### config.mk
export PLATFORM = sky130hd
export DESIGN_NAME = icache_refill_axi
export DESIGN_NICKNAME = d
export VERILOG_FILES = /design/src/rtl/icache_refill_axi.sv
export SDC_FILE = /design/constraint.sdc
export NUM_CORES = 1
export LEC_CHECK = 0
export ABC_AREA = 1
export CORE_AREA = 2 2 113 115
export DETAILED_ROUTE_END_ITERATION = 12
export DIE_AREA = 0 0 115 117
export PLACE_DENSITY = 0.72
export SLEW_MARGIN = 10
export SYNTH_ARGS = -nofsm -noshare
export SYNTH_HDL_FRONTEND = slang
export SYNTH_SLANG_ARGS = --single-unit
### constraint.sdc
create_clock -name clk -period 1.65 [get_ports clk]
set_clock_uncertainty 0.15 [all_clocks]
set_input_delay 0.33 -clock clk [delete_from_list [all_inputs] [get_ports clk]]
set_output_delay 0.33 -clock clk [all_outputs]
set_load 0.01 [all_outputs]
### src/rtl/icache_refill_axi.sv
// icache_refill_axi: AXI4 read-burst master that refills one instruction cache line per miss
module icache_refill_axi #(
  parameter int LINE_BYTES = 64,
  parameter int DATA_W = 64,
  parameter int AXI_ID = 0
) (
  input  logic              clk,
  input  logic              rst,
  input  logic              refill_req,
  input  logic [63:0]       refill_addr,
  output logic [DATA_W-1:0] beat_data,
  output logic              beat_valid,
  input  logic              beat_ready,
  output logic [2:0]        beat_idx,
  output logic              line_done,
  output logic              line_err,
  output logic              busy,
  output logic              arvalid,
  input  logic              arready,
  output logic [63:0]       araddr,
  output logic [7:0]        arlen,
  output logic [2:0]        arsize,
  output logic [1:0]        arburst,
  output logic [3:0]        arid,
  input  logic              rvalid,
  output logic              rready,
  input  logic [DATA_W-1:0] rdata,
  input  logic [1:0]        rresp,
  input  logic              rlast
);
  localparam int BEATS = LINE_BYTES * 8 / DATA_W;
  localparam logic [2:0] LAST = 3'(BEATS - 1);
  typedef enum logic [2:0] {IDLE, AR, R, DRAIN, DONE} state_t;
  state_t state;
  logic [2:0] cnt;
  logic err;
  logic xfer;
  logic bad;
  assign xfer = rvalid && rready;
  assign bad = err || (rresp != 2'b00);
  assign rready = (state == R && beat_ready) || state == DRAIN;
  assign beat_valid = state == R && rvalid;
  assign beat_data = rdata;
  assign beat_idx = cnt;
  assign arlen = 8'(BEATS - 1);
  assign arsize = 3'($clog2(DATA_W / 8));
  assign arburst = 2'b01;
  assign arid = 4'(AXI_ID);
  always_ff @(posedge clk) begin
    if (rst) begin
      state <= IDLE;
      arvalid <= 1'b0;
      busy <= 1'b0;
      line_done <= 1'b0;
      line_err <= 1'b0;
      araddr <= '0;
      cnt <= '0;
      err <= 1'b0;
    end else begin
      case (state)
        IDLE: if (refill_req && !line_done && !line_err) begin
          araddr <= refill_addr & ~64'(LINE_BYTES - 1);
          cnt <= '0;
          err <= 1'b0;
          busy <= 1'b1;
          arvalid <= 1'b1;
          state <= AR;
        end
        AR: if (arready) begin
          arvalid <= 1'b0;
          state <= R;
        end
        R: if (xfer) begin
          err <= bad || (rlast != (cnt == LAST));
          if (rlast) begin
            state <= DONE;
            line_done <= !bad && cnt == LAST;
            line_err <= bad || cnt != LAST;
          end else if (cnt == LAST) begin
            state <= DRAIN;
          end else begin
            cnt <= cnt + 3'd1;
          end
        end
        DRAIN: if (rvalid && rlast) begin
          state <= DONE;
          line_err <= 1'b1;
        end
        DONE: begin
          line_done <= 1'b0;
          line_err <= 1'b0;
          busy <= 1'b0;
          state <= IDLE;
        end
        default: state <= IDLE;
      endcase
    end
  end
endmodule

Yosys cells after proc, flatten, opt, wreduce, memory -nomap -nowiden:

Cells that the tools add are included.
Widths: inputs -> output; s select.

* register bits: 69
* bits of input ports: 137
* logic and storage cells: 79

* add/subtract/negate cells: 1
* equality and inequality tests: 15
* muxes and demuxes: 26
* reductions and logical operators: 29

Operators with widths (count)
* $mux 3: 10
* $ne 2x2->1 const B: 6
* $pmux 3 s4: 1
* $reduce_and 5->1: 2
* $reduce_bool 2->1: 5
* $mux 1: 9
* $reduce_and 3->1: 3
* $pmux 1 s2: 4
* $logic_and 1x1->1: 7
* $eq 3x2->1 const B: 2
* $eq 3x3->1 const B: 2
* $pmux 3 s2: 1
* $logic_or 1x1->1: 4
* $reduce_and 2->1: 2
* $reduce_and 4->1: 1
* $add 3x1->3 const B: 1
* $eq 3x1->1 const B: 1
* $logic_not 1->1: 3
* $logic_not 3->1: 1
* $ne 3x2->1 const B: 1
* $ne 3x3->1 const B: 1
* $pmux 1 s3: 1
* $reduce_bool 3->1: 1
* $ne 2x1->1 const B: 1
* $ne 1x1->1: 1

Longest topological paths before layout:

* depth after elaboration: 7
* depth in mapped cells: 9
* depth with buffers taken out: 9

Least setup slack after synthesis:

Ideal clock, no wire load.

* path type: register to register
* start: register cnt[0], in the netlist beat_idx[0]
* end: register state[1]
* arrival: 1.244 ns
* path slack: 0.147 ns
* stages on the path, launching flop included: 10
* period minus slack after synthesis: 1.503 ns
* cells stage by stage: dfxtp_1 -> ha_1 -> ha_1 -> inv_1 -> nand3_1 -> nand3_1 -> nor2_1 -> nand2_1 -> nand2_1 -> inv_1

* longest elaborated chain between the ends: 3

RTL lines
* from (decl): line 35 `logic [2:0] cnt;`
* from (signal assigned): line 82 `cnt <= cnt + 3'd1;`
* $eq 3x3->1: line 79 `end else if (cnt == LAST) begin`
* $ne 3x2->1 (no source line)
* $reduce_and 5->1 (no source line)
* to (signal assigned): line 76 `state <= DONE;`
* to (signal assigned): line 80 `state <= DRAIN;`
* to (signal assigned): line 86 `state <= DONE;`
* to (decl): line 34 `state_t state;`

Every way passes these cells.
A chain may end at the register's enable or synchronous reset.

Worst setup path after layout:

* start: register state[1]
* end: output port beat_valid

* longest elaborated chain between the ends: 2

RTL lines
* from (signal assigned): line 51 `state <= IDLE;`
* from (signal assigned): line 67 `state <= AR;`
* from (signal assigned): line 71 `state <= R;`
* $eq 3x2->1: line 42 `assign beat_valid = state == R && rvalid;`
* $logic_and 1x1->1: line 42
* to (decl): line 12 `output logic beat_valid,`

Every way passes these cells.

==> results.sh <==
export IMPL_clk_pin_slew_ns=0.06
export IMPL_ys_ff_latch=69
export IMPL_clockRootBuffer="clkbuf_16"
export IMPL_overflow=0
export IMPL_num_io_pins=291
export IMPL_first_global_vias=2651
export IMPL_drive_gt1_share_pct=17.90
export IMPL_setup_violations=0
export IMPL_first_pass_iters=4
export IMPL_ant_nets=0
export IMPL_reg2regPathDepth=9
export IMPL_antenna_found_initial=0
export IMPL_holdPathStages=2
export IMPL_synth_edf_count=0
export IMPL_die_area_um2=13460
export IMPL_cp_max_fo=4
export IMPL_crit_path_start_kind="register"
export IMPL_io_buffers=133
export IMPL_min_path_type="reg -> reg"
export IMPL_async_reset_ff_share_pct=0
export IMPL_grt_use_total_pct=12.19
export IMPL_fin_nets=687
export IMPL_fin_util_pct=40.97
export IMPL_coreArea_um2=12310
export IMPL_fin_crit_sh_pct=97.87
export IMPL_synth_area_um2=3381
export IMPL_critPathCaptureType="output pin"
export IMPL_critPathArrivalTime_ns=1.13
export IMPL_r2r_start="state[2]"
export IMPL_drc_errors=0
export IMPL_cts_tree="built"
export IMPL_hold_start="busy"
export IMPL_hold_violations=0
export IMPL_avgSynthCellArea_um2=7.496
export IMPL_setup_ws_ns=0.03512
export IMPL_cp_required_ns=1.17
export IMPL_cap_violations=0
export IMPL_start_util_pct=27.46
export IMPL_critical_path_class="reg -> out"
export IMPL_area_delta_synth_final_pct=49.19
export IMPL_finalWirelength_mm=9.782
export IMPL_irDropWorstVdd_v=0.0006037
export IMPL_n_antenna_cell=0
export IMPL_cts_sinks=69
export IMPL_syn_inst=451
export IMPL_clk_path_buf_depth=2
export IMPL_drt_initial_drc_count=124
export IMPL_status="finished clean"
export IMPL_leakagePower_nw=2.344
export IMPL_reg2reg_slack_ns=0.05
export IMPL_worstHoldEndpoint="busy"
export IMPL_avgRoutedWirePerCell_um=13.91
export IMPL_min_period_ns=1.615
export IMPL_grt_max_degree=38
export IMPL_yosysUniqueCellTypes=26
export IMPL_clk_latency_ns=0.33
export IMPL_dpl_hpwl_mm=6.409
export IMPL_dieWidth_um=115
export IMPL_r2r_end="line_done"
export IMPL_startpoint="state[1]"
export IMPL_htreeDepth=3
export IMPL_gp_routability_congestion=0.8781
export IMPL_row_count=41
export IMPL_cts_inserted_buffers=9
export IMPL_yosys_warnings=0
export IMPL_max_freq_mhz=619.2
export IMPL_dp_slack_ns=-0.4075
export IMPL_slew_violations=0
export IMPL_power_density_nw_per_um2=1795
export IMPL_die_y_um=117
export IMPL_synth_ff_type="dfxtp_1"
export IMPL_ys_seq_area_share_pct=40.86
export IMPL_via_count=3073
export IMPL_rsz0062_at_grt="yes"
export IMPL_vias_per_cell=4.371
export IMPL_grt_pass1_wl_mm=12.69
==> registers in the layout, indices dropped and copies added, names as in the netlist <==
name / flops
araddr: 58
beat_idx: 3
state: 3
arvalid: 1
busy: 1
err: 1
line_done: 1
line_err: 1
==> area by class of cell <==
cell class	instances	area, µm²
repair buffers	171	1748
fillers	1235	7268
clock buffers	9	225.2
clock inverters	7	66.31
inverters	15	71.32
multi-input cells	282	1360
well taps	150	187.7
flip-flops and latches	69	1385
==> per-layer routing <==
metal,GRT usage (%),part of all wire (%)
met2,19.92,50
met5,0,0
met1,13.36,41
met4,8.514,3.3
met3,4.171,5.8
==> synthesized netlist by cell type (5+ instances only) <==
cell type  instances  share of area [%]
nand2_1           27                3.0
a21oi_1            5               0.74
o21ai_0           66                9.8
inv_1             11                1.2
nor2_1           131                 15
buf_4             87                 19
clkbuf_1          12                1.3
nor2_2            10                1.9
nand3_1            6               0.89
dfxtp_1           69                 41
==> where the power goes <==
part / leakage (nW) / total, W / internal [W] / switching (W)
registers: 0.570 / 0.00260 / 0.00228 / 0.000319
logic: 1.63 / 0.00457 / 0.00224 / 0.00233
clock network: 0.145 / 0.00188 / 0.00116 / 0.000722
total: 2.34 / 0.00905 / 0.00568 / 0.00337
==> metrics by stage <==
stage	std cells	area, µm²	TNS [ns]	hold WS (ns)	power (W)
after floorplan	472	3460	0	0.2491	0.004847
after global placement	671	4427	-6.938	0.3058	0.006431
after detailed placement	671	4427	-8.481	0.3100	0.006540
after CTS	689	4673	0	0.3166	0.008136
after global routing	703	5044	-1.241	0.3472	0.009725
final	703	5044	0	0.3154	0.009052
==> placed cells by master (no fill, tap or decap), types with 2 or more instances in the layout <==
master	instances
clkbuf_16	16
o21ai_0	15
conb_1	23
o21ai_2	9
clkdlybuf4s50_1	66
buf_4	21
dfxtp_2	3
buf_6	4
dfxtp_1	66
clkinv_2	4
nand4_1	3
nand2_4	2
nor2_2	12
nand3_1	5
inv_1	11
nor2_1	127
buf_12	6
nand2_2	4
dlygate4sd2_1	65
nand2_1	22
o21ai_1	42
a21oi_1	4
nor2_4	4
==> worst max path at each step <==
stage	endpoint	slack, ns	cells past startpoint
floorplan	state[1]	0.15	9
global placement	rready	-0.37	4
detailed placement	rready	-0.41	4
CTS	araddr[32]	0.005	8
global route	state[0]	-0.05	11
finish	beat_valid	0.04	5
==> cells by family (layout without fill, tap and decap cells) <==
| kind of cell | after synthesis | after routing | share of synthesized area, % |
|---|---|---|---|
| compound gates | 72 | 72 | 10.77 |
| buf+inv | 121 | 202 | 24.35 |
| other cells | 2 | 23 | 0.2221 |
| fa+ha+maj | 2 | 2 | 0.7401 |
| flops | 69 | 69 | 40.86 |
| xor+xnor | 1 | 1 | 0.2591 |
| simple gates | 184 | 184 | 22.80 |
==> worst max-delay path, cell delays in order (launching register included) <==
cell	delay, ns
dfxtp_2	0.33
inv_2	0.06
nor2_4	0.13
nand2_2	0.08
nor2_1	0.08
buf_2	0.13
==> repair_timing <==
item	in CTS	in global routing
endpoints found under the setup margin	67	65
setup buffers	2	5
resized for setup	83	83
cloned	0	9
hold buffers	0	0
pin swaps	1	3
hold endpoints to repair	0	0
No activity file was read; power rests on OpenSTA's default activity.
